===== config.mk =====
export PLATFORM = sky130hd
export DESIGN_NAME = balance_pid_pipe
export DESIGN_NICKNAME = d
export VERILOG_FILES = /design/src/rtl/balance_pid_pipe.sv
export SDC_FILE = /design/constraint.sdc
export NUM_CORES = 1
export LEC_CHECK = 0
export ABC_CLOCK_PERIOD_IN_PS = 10500
export BUFFER_PORTS_ARGS = -buffer_cell sky130_fd_sc_hd__buf_4
export CAP_MARGIN = 40
export CORE_MARGIN = 2
export CORE_UTILIZATION = 58
export CTS_CLUSTER_SIZE = 8
export DETAILED_ROUTE_END_ITERATION = 16
export PLACE_DENSITY = 0.74
export SLEW_MARGIN = 20
export SYNTH_ARGS = -nofsm -noshare
export SYNTH_HDL_FRONTEND = slang
export SYNTH_SLANG_ARGS = --single-unit

===== constraint.sdc =====
create_clock -name clk -period 10.5 [get_ports clk]
set_input_delay 1.575 -clock clk [delete_from_list [all_inputs] [get_ports clk]]
set_output_delay 1.575 -clock clk [all_outputs]
set_load 0.01 [all_outputs]

===== src/rtl/balance_pid_pipe.sv =====
// rtl/balance_pid_pipe.sv - pipelined balance PID with soft-start ramp and motor speed shaping
module balance_pid_pipe #(
    parameter int PTCH_ERR_W      = 10,
    parameter int P_COEFF         = 14,
    parameter int D_COEFF         = 20,
    parameter int D_DEPTH         = 2,
    parameter int I_SHIFT         = 6,
    parameter int SPD_W           = 11,
    parameter int LOW_TORQUE_BAND = 70,
    parameter int GAIN_MULT       = 15,
    parameter int MIN_DUTY        = 980,
    parameter int RAMP_STEP       = 16,
    parameter int TOO_FAST_THR    = 1536
) (
    input  logic             clk,
    input  logic             rst,
    input  logic             vld,
    input  logic [15:0]      ptch,
    input  logic [11:0]      ld_cell_diff,
    input  logic             en_steer,
    input  logic             rider_off,
    input  logic             pwr_up,
    output logic [SPD_W-1:0] lft_spd,
    output logic [SPD_W-1:0] rght_spd,
    output logic             lft_rev,
    output logic             rght_rev,
    output logic             spd_vld,
    output logic             too_fast,
    output logic             ramp_done
);
    localparam int IW      = PTCH_ERR_W + 8;
    localparam int DW      = PTCH_ERR_W - 3;
    localparam int ERR_MAX = (1 << (PTCH_ERR_W - 1)) - 1;
    localparam int ERR_MIN = -(1 << (PTCH_ERR_W - 1));
    localparam int DIF_MAX = (1 << (DW - 1)) - 1;
    localparam int DIF_MIN = -(1 << (DW - 1));
    localparam int INT_MAX = (1 << (IW - 1)) - 1;
    localparam int INT_MIN = -(1 << (IW - 1));
    localparam int SPD_MAX = (1 << SPD_W) - 1;

    typedef enum logic [1:0] {ST_OFF, ST_RAMP, ST_RUN} state_t;

    state_t                       state_q, state_d;
    logic [SPD_W-1:0]             ramp_lim_q, ramp_lim_d;
    logic signed [PTCH_ERR_W-1:0] hist_q [D_DEPTH];
    logic signed [PTCH_ERR_W-1:0] hist_d [D_DEPTH];
    logic signed [IW-1:0]         integ_q, integ_d;

    logic                         v1_q, v1_d;
    logic signed [PTCH_ERR_W-1:0] err_q, err_d, err_c;
    logic signed [DW-1:0]         dif_q, dif_d;
    logic signed [IW-1:0]         i_q, i_d;
    logic signed [11:0]           ld_q, ld_d;
    logic                         en_q, en_d;

    logic                         v2_q, v2_d;
    logic signed [15:0]           lt_q, lt_d, rt_q, rt_d, pid_c;

    logic [SPD_W-1:0]             lft_spd_q, lft_spd_d, rght_spd_q, rght_spd_d;
    logic                         lft_rev_q, lft_rev_d, rght_rev_q, rght_rev_d;
    logic                         spd_vld_q, spd_vld_d, too_fast_q, too_fast_d;
    logic [SPD_W:0]               lsh, rsh;

    int ramp_sum, ptch_i, dif_i, sum_i, pid_i, s_i;
    logic clr;

    // returns {rev, spd}: offset above the band, gain inside it, then clamp to full scale and ramp
    function automatic logic [SPD_W:0] shape(input logic signed [15:0] t, input logic [SPD_W-1:0] lim);
        int ti, sh, mag;
        ti = int'(t);
        if (ti >= LOW_TORQUE_BAND)       sh = ti + MIN_DUTY;
        else if (ti <= -LOW_TORQUE_BAND) sh = ti - MIN_DUTY;
        else                             sh = ti * GAIN_MULT;
        mag = (sh < 0) ? -sh : sh;
        if (mag > SPD_MAX)    mag = SPD_MAX;
        if (mag > int'(lim))  mag = int'(lim);
        return {sh < 0, SPD_W'(mag)};
    endfunction

    always_comb begin
        state_d    = state_q;
        ramp_lim_d = ramp_lim_q;
        ramp_sum   = int'(ramp_lim_q) + RAMP_STEP;
        if (!pwr_up) begin
            state_d    = ST_OFF;
            ramp_lim_d = '0;
        end else begin
            if (vld && state_q != ST_RUN)
                ramp_lim_d = (ramp_sum >= SPD_MAX) ? SPD_W'(SPD_MAX) : SPD_W'(ramp_sum);
            case (state_q)
                ST_OFF:  state_d = (ramp_lim_d == SPD_W'(SPD_MAX)) ? ST_RUN : ST_RAMP;
                ST_RAMP: if (ramp_lim_d == SPD_W'(SPD_MAX)) state_d = ST_RUN;
                default: state_d = ST_RUN;
            endcase
        end
    end

    always_comb begin
        ptch_i = int'($signed(ptch));
        if (ptch_i > ERR_MAX)      err_c = PTCH_ERR_W'(ERR_MAX);
        else if (ptch_i < ERR_MIN) err_c = PTCH_ERR_W'(ERR_MIN);
        else                       err_c = PTCH_ERR_W'(ptch_i);

        dif_i = int'(err_c) - int'(hist_q[D_DEPTH-1]);
        if (dif_i > DIF_MAX)      dif_i = DIF_MAX;
        else if (dif_i < DIF_MIN) dif_i = DIF_MIN;

        hist_d = hist_q;
        if (vld) begin
            hist_d[0] = err_c;
            for (int i = 1; i < D_DEPTH; i++) hist_d[i] = hist_q[i-1];
        end

        clr     = !pwr_up || rider_off;
        sum_i   = int'(integ_q) + int'(err_c);
        integ_d = integ_q;
        if (clr)
            integ_d = '0;
        else if (vld && sum_i <= INT_MAX && sum_i >= INT_MIN)
            integ_d = IW'(sum_i);

        v1_d  = vld && pwr_up;
        err_d = vld ? err_c : err_q;
        dif_d = vld ? DW'(dif_i) : dif_q;
        i_d   = i_q;
        if (vld) i_d = clr ? '0 : (integ_q >>> I_SHIFT);
        ld_d  = vld ? $signed(ld_cell_diff) : ld_q;
        en_d  = vld ? en_steer : en_q;
    end

    // stage 2 arithmetic is deliberately evaluated at 16 bits signed
    always_comb begin
        pid_i = int'(err_q) * P_COEFF + int'(dif_q) * D_COEFF + int'(i_q);
        pid_c = 16'(pid_i);
        s_i   = en_q ? (int'(ld_q) >>> 3) : 0;
        v2_d  = v1_q && pwr_up;
        lt_d  = v1_q ? 16'(int'(pid_c) - s_i) : lt_q;
        rt_d  = v1_q ? 16'(int'(pid_c) + s_i) : rt_q;
    end

    always_comb begin
        lsh        = shape(lt_q, ramp_lim_q);
        rsh        = shape(rt_q, ramp_lim_q);
        lft_spd_d  = lft_spd_q;
        rght_spd_d = rght_spd_q;
        lft_rev_d  = lft_rev_q;
        rght_rev_d = rght_rev_q;
        too_fast_d = too_fast_q;
        spd_vld_d  = 1'b0;
        if (!pwr_up) begin
            lft_spd_d  = '0;
            rght_spd_d = '0;
            lft_rev_d  = 1'b0;
            rght_rev_d = 1'b0;
            too_fast_d = 1'b0;
        end else if (v2_q) begin
            lft_spd_d  = lsh[SPD_W-1:0];
            rght_spd_d = rsh[SPD_W-1:0];
            lft_rev_d  = lsh[SPD_W];
            rght_rev_d = rsh[SPD_W];
            too_fast_d = (int'(lsh[SPD_W-1:0]) > TOO_FAST_THR) || (int'(rsh[SPD_W-1:0]) > TOO_FAST_THR);
            spd_vld_d  = 1'b1;
        end
    end

    always_ff @(posedge clk or posedge rst) begin
        if (rst) begin
            state_q    <= ST_OFF;
            ramp_lim_q <= '0;
            for (int i = 0; i < D_DEPTH; i++) hist_q[i] <= '0;
            integ_q    <= '0;
            v1_q       <= 1'b0;
            err_q      <= '0;
            dif_q      <= '0;
            i_q        <= '0;
            ld_q       <= '0;
            en_q       <= 1'b0;
            v2_q       <= 1'b0;
            lt_q       <= '0;
            rt_q       <= '0;
            lft_spd_q  <= '0;
            rght_spd_q <= '0;
            lft_rev_q  <= 1'b0;
            rght_rev_q <= 1'b0;
            spd_vld_q  <= 1'b0;
            too_fast_q <= 1'b0;
        end else begin
            state_q    <= state_d;
            ramp_lim_q <= ramp_lim_d;
            hist_q     <= hist_d;
            integ_q    <= integ_d;
            v1_q       <= v1_d;
            err_q      <= err_d;
            dif_q      <= dif_d;
            i_q        <= i_d;
            ld_q       <= ld_d;
            en_q       <= en_d;
            v2_q       <= v2_d;
            lt_q       <= lt_d;
            rt_q       <= rt_d;
            lft_spd_q  <= lft_spd_d;
            rght_spd_q <= rght_spd_d;
            lft_rev_q  <= lft_rev_d;
            rght_rev_q <= rght_rev_d;
            spd_vld_q  <= spd_vld_d;
            too_fast_q <= too_fast_d;
        end
    end

    assign lft_spd   = lft_spd_q;
    assign rght_spd  = rght_spd_q;
    assign lft_rev   = lft_rev_q;
    assign rght_rev  = rght_rev_q;
    assign spd_vld   = spd_vld_q;
    assign too_fast  = too_fast_q;
    assign ramp_done = (state_q == ST_RUN);
endmodule


==> reports/results.ini, run 1 <==
[setup_path]
path_class = register to register
r2r_end = too_fast$_DFFE_PP0P_
critPathLaunchType = register
arrival_ns = 9.37
r2r_start = rt_q[2]$_DFFE_PP0P_
r2r_slack_ns = 1.44
cp-end-kind = register
required_ns = 10.81
worst-path-stages = 36
r2r_cells = 36
slowest_delay_ns = 0.79
crit_family = compound AO/OA/AOI/OAI gates
crit_end = too_fast$_DFFE_PP0P_
critPathMaxFanout = 24
cpMaxStageDelayCell = a2111oi_0
path_buf_inv = 5
critPathLaunch = rt_q[2]$_DFFE_PP0P_

[sta]
setup_viol = 0
worst_slew_pin_slew_ns = 0.866
relSlewSlack_pct = 40.8
fin_skew_ns = 0.0134
hold_violations = 0
min_period_over_period_pct = 86.3
rsz0062_at_grt = false
slew_viol_final = 0
clock.fmax_ghz = 0.110
tns_ns = 0
period_minus_slack_ns = 9.06

[run_status]
outcome = finished clean

[detailed_routing]
drc_errors = 0
first_iter_violations = 1387
ant_nets = 0
firstDrtPassIters = 6
vias = 16400
routed_wl_um = 49700
routedWlPerCell_um = 18.7
via_per_inst = 6.15

[floorplanning]
die_w_um = 183
die_h_um = 183
dieArea_um2 = 33500
coreArea_um2 = 31600
num_io_pins = 61
num_rows = 65
start_util_pct = 59.0

[synth]
synth_ff_type = dfrtp_1
synth-seq-area-share_pct = 18.7
netlist_area_um2 = 18600
synthArstFlopShare_pct = 100
synth-edff-count = 0
synth_cells = 2226
avgSynthCellArea_um2 = 8.36
syn_nets = 2605
yosys_warnings = 0
ys_types = 103
ys_seq_elements = 139

[global_routing]
grt.overflow.total = 0
grt_first_pass_wirelength_um = 81300
grt_max_degree = 91
antenna_found_initial = 0
grtUsageTotal_pct = 30.2
grt_pass1_vias = 16000

[cts]
cts_buffers = 17
clockBufferDepth = 2
root_buffer = clkbuf_16
htree_levels = 4
path_clk_slew_ns = 0.06
ctsResizeCount = 0
cts_hold_buf = 0
postCtsSetupBuffers = 0
cts_tree = built
clock_latency_ns = 0.45
clock-sinks = 139

[final_layout]
area_growth_pct = 7.52
antennaDiodeCount = 0
num-nets-final = 2624
postLayoutCoreUtil_pct = 63.4
final_common_cell = ha_1
mostFrequentLayoutCells = 277 x ha_1, 275 x inv_1, 165 x a21oi_1
drive_gt1_share_pct = 8.24

[hold_path]
hp-class = register to register

[placed_design]
gp_routability_congestion = 0.992
portBuffers = 57
hpwlAfterDp_um = 39200

[run]
max_cap_violations = 0

## worst register-to-register path, delay by kind of cell, from the launching register on
kind,cells,cell delay [ns]
flops,1,0.53
simple gates,9,1.47
buf+inv,5,0.92
compound gates,17,3.91
fa+ha+maj,5,2.10
## metal layers
layer	up-vias	share of wire [%]	GRT usage (%)
li1	7901	-	-
met1	7834	47	42.2
met2	539	45	48.9
met3	98	5.7	4.29
met4	0	2.3	8.38
met5	-	0	0
## stage by stage
stage / hold slack [ns] / setup WS (ns) / instance area, um2 / cells
final: 0.492 / 1.44 / 20000 / 2660
after global placement: 0.470 / 1.82 / 19300 / 2620
after CTS: 0.497 / 1.62 / 20000 / 2657
after detailed placement: 0.480 / 1.69 / 19400 / 2625
after floorplan: 0.471 / 2.64 / 18600 / 2226
after global routing: 0.532 / 1.00 / 20000 / 2660
## worst min path at each step
stage / start / endpoint / slack (ns) / cells past startpoint
finish: lft_spd[1]$_DFFE_PP0P_ / lft_spd[1]$_DFFE_PP0P_ / 0.49 / 2
global route: lft_spd[3]$_DFFE_PP0P_ / lft_spd[3]$_DFFE_PP0P_ / 0.53 / 2
CTS: lft_spd[1]$_DFFE_PP0P_ / lft_spd[1]$_DFFE_PP0P_ / 0.50 / 2
detailed placement: lft_spd[1]$_DFFE_PP0P_ / lft_spd[1]$_DFFE_PP0P_ / 0.48 / 2
global placement: lft_spd[3]$_DFFE_PP0P_ / lft_spd[3]$_DFFE_PP0P_ / 0.47 / 2
floorplan: integ_q[4]$_DFFE_PP0P_ / integ_q[4]$_DFFE_PP0P_ / 0.47 / 2
## final cells by class
cell class / instances / area, um2
multi-input combinational: 1734 / 13800
clock buffer: 17 / 425
clock inverter: 15 / 168
inverter: 278 / 1050
sequential: 139 / 3480
fill: 2728 / 11500
timing repair buffer: 75 / 636
tap: 402 / 503
## Yosys cell counts (32+ instances only)
cell	count	share of area (%)
ha_1	277	19
nor3_1	32	0.86
xnor2_1	104	4.9
nor2_1	117	2.4
clkbuf_1	52	1.0
nand2_1	151	3.0
o21ai_0	123	3.3
nand3_1	65	1.7
inv_1	276	5.6
a21oi_1	165	4.4
fa_1	68	7.3
a21o_1	57	2.3
nand2b_1	32	1.1
dfrtp_1	139	19
a31oi_1	37	1.2
xor2_1	53	2.5
## cell families after synthesis
group                    Yosys count  synth area share, %
buffers and inverters            353                 7.49
multiplexers                      42                 2.47
flip-flops                       139                 18.7
AO/OA/AOI/OAI                    646                 23.2
XOR/XNOR                         157                 7.39
AND/OR/NAND/NOR                  544                 14.9
adder cells (fa/ha/maj)          345                 25.9
## state kept, by name, indices dropped and copies added, names as in the netlist
register / cells
integ_q: 18
lt_q: 16
rt_q: 15
i_q: 12
lft_spd: 11
ramp_lim_q: 11
rght_spd: 11
err_q: 10
hist_q: 10
ld_q: 9
dif_q: 7
state_q: 2
en_q: 1
lft_rev: 1
rght_rev: 1
spd_vld: 1
too_fast: 1
v1_q: 1
v2_q: 1
Power of run 1 is left out: the tool's default activity adds up to more than one toggle a clock period on the data nets, which glitch-free logic cannot reach.
==> inputs of run 2 (changes only) <==
CELL_PAD_IN_SITES_DETAIL_PLACEMENT = 1   (was not set)
CELL_PAD_IN_SITES_GLOBAL_PLACEMENT = 1   (was not set)
CORE_UTILIZATION = 50   (was 58)
PLACE_DENSITY = 0.82   (was 0.74)
==> run 2 against run 1 <==
Effect of this change: global-route usage up 0.78 points; critical path type unchanged; non-clock buffer count up 5; sequential cell count unchanged; die area up 16%; highest routed layer unchanged; critical endpoint unchanged.
==> reports/results.ini, run 2 (synthesized netlist as in run 1, its figures left out) <==
[detailed_routing]
via_per_inst = 6.17
routed.top_layer = met4
vias = 16900
wl_met2_um = 27900
firstDrtPassIters = 5
wl_met3_um = 2860
routed_wl_um = 58700
wl_met1_um = 26300
first_iter_violations = 1083
drc_errors = 0
routedWlPerCell_um = 21.5
ant_nets = 0

[setup_path]
crit_family = compound AO/OA/AOI/OAI gates
arrival_ns = 9.47
cp-end-kind = register
path_buf_inv = 3
cpMaxStageDelayCell = o41ai_2
required_ns = 10.82
path_common_cell = o21ai_0
slowest_delay_ns = 0.66
critPathLaunchType = register
path_class = register to register
critPathMaxFanout = 16

[sta]
tns_ns = 0
min_period_over_period_pct = 87.2
timing.hold.ws_ns = 0.482
setup_viol = 0
relSlewSlack_pct = 47.3
period_minus_slack_ns = 9.15
fin_skew_ns = 0.0145
worst_slew_pin_slew_ns = 0.781
rsz0062_at_grt = false
slew_viol_final = 0
hold_violations = 0
clock.fmax_ghz = 0.109

[cts]
root_buffer = clkbuf_16
path_clk_slew_ns = 0.07
cts_tree = built
cts_hold_buf = 0
ctsResizeCount = 0
clockBufferDepth = 2
postCtsSetupBuffers = 0
clock_latency_ns = 0.46
clock-sinks = 139
cts_buffers = 17
htree_levels = 4

[global_routing]
grt.overflow.total = 0
grtUsageTotal_pct = 30.9
grt_max_degree = 90
grt_first_pass_wirelength_um = 95300
grt_pass1_vias = 17900
antenna_found_initial = 1

[final_layout]
num-nets-final = 2629
largestRegisters = integ_q x18, lt_q x16, rt_q x15
drive_gt1_share_pct = 8.40
area_growth_pct = 8.14
seq_area_um2 = 3480
multi_input_area_um2 = 13800
final_common_cell = ha_1
antennaDiodeCount = 0
top_register = integ_q
fillers = 4431
largest_reg_flops = 18
mostFrequentLayoutCells = 277 x ha_1, 275 x inv_1, 165 x a21oi_1

[placed_design]
portBuffers = 57
gp_routability_congestion = 0.916
hpwlAfterDp_um = 45900

[floorplanning]
num_rows = 70
dieArea_um2 = 38800
coreArea_um2 = 36600
num_io_pins = 61
die_w_um = 197
die_h_um = 197
start_util_pct = 50.8

[hold_path]
hp-class = register to register

[run]
max_cap_violations = 0

[run_status]
outcome = finished clean

==> run 2: tightest hold or removal path: stages, from the launching register on <==
cell and delay [ns]:
dfrtp_1 0.34, nand2_1 0.05, o21ai_0 0.06
==> run 2: per-layer routing <==
metal,global-route usage (%),vias up
met1,40.9,8447
met3,4.24,109
met5,0,-
met4,10.4,0
li1,-,7886
met2,52.2,413
==> run 2: per-stage QoR <==
stage | instance area [um2] | setup WS [ns] | utilization [%] | std cells
2_1_floorplan | 18600 | 2.64 | - | 2226
3_3_place_gp | 19400 | 1.34 | 53.0 | 2689
3_5_place_dp | 19500 | 1.39 | 53.1 | 2694
4_1_cts | 20000 | 1.36 | 54.7 | 2726
5_1_grt | 20100 | 0.756 | 55.0 | 2731
6_report | 20100 | 1.35 | 55.0 | 2731
==> run 2: path summary, 6_finish.rpt <==
path                                           endpoint  slack, ns  cells past startpoint                    from
worst min-delay path             lft_spd[5]$_DFFE_PP0P_       0.48                      2  lft_spd[5]$_DFFE_PP0P_
worst max register to register     too_fast$_DFFE_PP0P_       1.35                     32     lt_q[2]$_DFFE_PP0P_
min in group asynchronous       rght_spd[5]$_DFFE_PP0P_       1.03                      2                     rst
worst max-delay path               too_fast$_DFFE_PP0P_       1.35                     32     lt_q[2]$_DFFE_PP0P_
worst min register to register   lft_spd[5]$_DFFE_PP0P_       0.48                      2  lft_spd[5]$_DFFE_PP0P_
max in group asynchronous           i_q[11]$_DFFE_PP0P_       8.05                      4                     rst
==> run 2: area by class of cell <==
type,count,area share [%]
multi-input combinational,1734,68.3
timing repair buffer,80,3.37
clock inverter,14,0.765
tap,468,2.91
inverter,278,5.21
sequential,139,17.3
clock buffer,18,2.13
Power of run 2 is left out for the same reason.
==> inputs of run 3 (changes only) <==
CORE_UTILIZATION = 30   (was 50)
PLACE_DENSITY = 0.54   (was 0.82)
==> run 3 against run 2 <==
Effect of this change: die area increased by 65%; register-to-register slack got worse by 0.09 ns; final area rose by 1.9%; clock-buffer cell count increased by 2; via count decreased by 3.6%; utilization shrank 22 points; critical path type unchanged.
==> reports/results.ini, run 3 (synthesized netlist as in run 1, its figures left out) <==
[run_status]
outcome = finished clean

[sta]
worst_slew_pin_slew_ns = 0.839
rsz0062_at_grt = false
fin_skew_ns = 0.0161
setup_viol = 0
hold_violations = 0
timing.hold.ws_ns = 0.487
clock.fmax_ghz = 0.108
tns_ns = 0
relSlewSlack_pct = 44.1
period_minus_slack_ns = 9.24
slew_viol_final = 0
min_period_over_period_pct = 88.0

[setup_path]
arrival_ns = 9.64
slowest_delay_ns = 0.69
required_ns = 10.90
crit_family = compound AO/OA/AOI/OAI gates
path_buf_inv = 5
cp-end-kind = register
r2r_cells = 36
worst-path-stages = 36
critPathMaxFanout = 26
cpMaxStageDelayCell = dfrtp_1
path_class = register to register
path_common_cell = ha_1
critPathLaunchType = register

[detailed_routing]
firstDrtPassIters = 4
vias = 16200
via_per_inst = 5.32
drc_errors = 0
routedWlPerCell_um = 19.7
ant_nets = 0
routed_wl_um = 60200
first_iter_violations = 693

[global_routing]
grt_max_degree = 87
antenna_found_initial = 0
grtUsageTotal_pct = 19.3
grt_pass1_vias = 17200
grt_first_pass_wirelength_um = 96400
grt.overflow.total = 0

[floorplanning]
die_h_um = 253
die_w_um = 253
start_util_pct = 30.3
num_rows = 91
num_io_pins = 61
coreArea_um2 = 61500
dieArea_um2 = 64100

[final_layout]
postLayoutCoreUtil_pct = 33.4
area_growth_pct = 10.2
num-nets-final = 2629
top_register = integ_q
mostFrequentLayoutCells = 277 x ha_1, 275 x inv_1, 165 x a21oi_1
largest_reg_flops = 18
final_common_cell = ha_1
drive_gt1_share_pct = 8.40
largestRegisters = integ_q x18, lt_q x16, rt_q x15
antennaDiodeCount = 0

[cts]
cts_buffers = 17
cts_tree = built
cts_hold_buf = 0
ctsResizeCount = 0
path_clk_slew_ns = 0.06
clock-sinks = 139
htree_levels = 4
clockBufferDepth = 2
clock_latency_ns = 0.49
postCtsSetupBuffers = 0
root_buffer = clkbuf_16

[run]
max_cap_violations = 0

[hold_path]
hold_depth = 2
hp-class = register to register

[placed_design]
gp_routability_congestion = 0.857
portBuffers = 57
hpwlAfterDp_um = 48900

-- run 3: path summary, 6_finish.rpt --
kind                                        start                       to  slack (ns)
max                           rt_q[6]$_DFFE_PP0P_     too_fast$_DFFE_PP0P_        1.26
min                        lft_spd[4]$_DFFE_PP0P_   lft_spd[4]$_DFFE_PP0P_        0.49
max reg2reg                   rt_q[6]$_DFFE_PP0P_     too_fast$_DFFE_PP0P_        1.26
min reg2reg                lft_spd[4]$_DFFE_PP0P_   lft_spd[4]$_DFFE_PP0P_        0.49
max in group asynchronous                     rst     lt_q[11]$_DFFE_PP0P_        8.15
min in group asynchronous                     rst  integ_q[10]$_DFFE_PP0P_        1.19
-- run 3: final cells by class --
cell class / instances / area [um2]
clock buffers: 20 / 447
clock inverters: 12 / 139
fillers: 7306 / 41000
inverters: 278 / 1050
multi-input cells: 1734 / 13800
flip-flops and latches: 139 / 3480
well taps: 790 / 988
repair buffers: 80 / 656
-- run 3: worst reg2reg max path, delay by kind of cell, from the launching register on --
kind | cells | cell delay (ns)
adder cells (fa/ha/maj) | 5 | 1.88
flip-flops | 1 | 0.69
buffers and inverters | 5 | 1.06
XOR/XNOR | 3 | 0.50
AND/OR/NAND/NOR | 7 | 1.44
AO/OA/AOI/OAI | 16 | 3.56
-- run 3: per-layer routing --
metal / vias to the layer above / global-route usage [%] / part of all wire (%)
met4: 0 / 6.58 / 2.8
met5: - / 0 / 0
met3: 68 / 2.16 / 2.3
li1: 7897 / - / -
met2: 226 / 33.4 / 49
met1: 8052 / 24.8 / 46
-- run 3: stage by stage --
step                      instances  setup WS, ns  area [um2]
after CTS                      3052          1.35       20500
after detailed placement       3020          1.40       19900
after floorplan                2226          2.64       18600
after global placement         3014          1.61       19800
after global routing           3053         0.687       20500
final                          3053          1.26       20500
Power of run 3 is left out for the same reason.
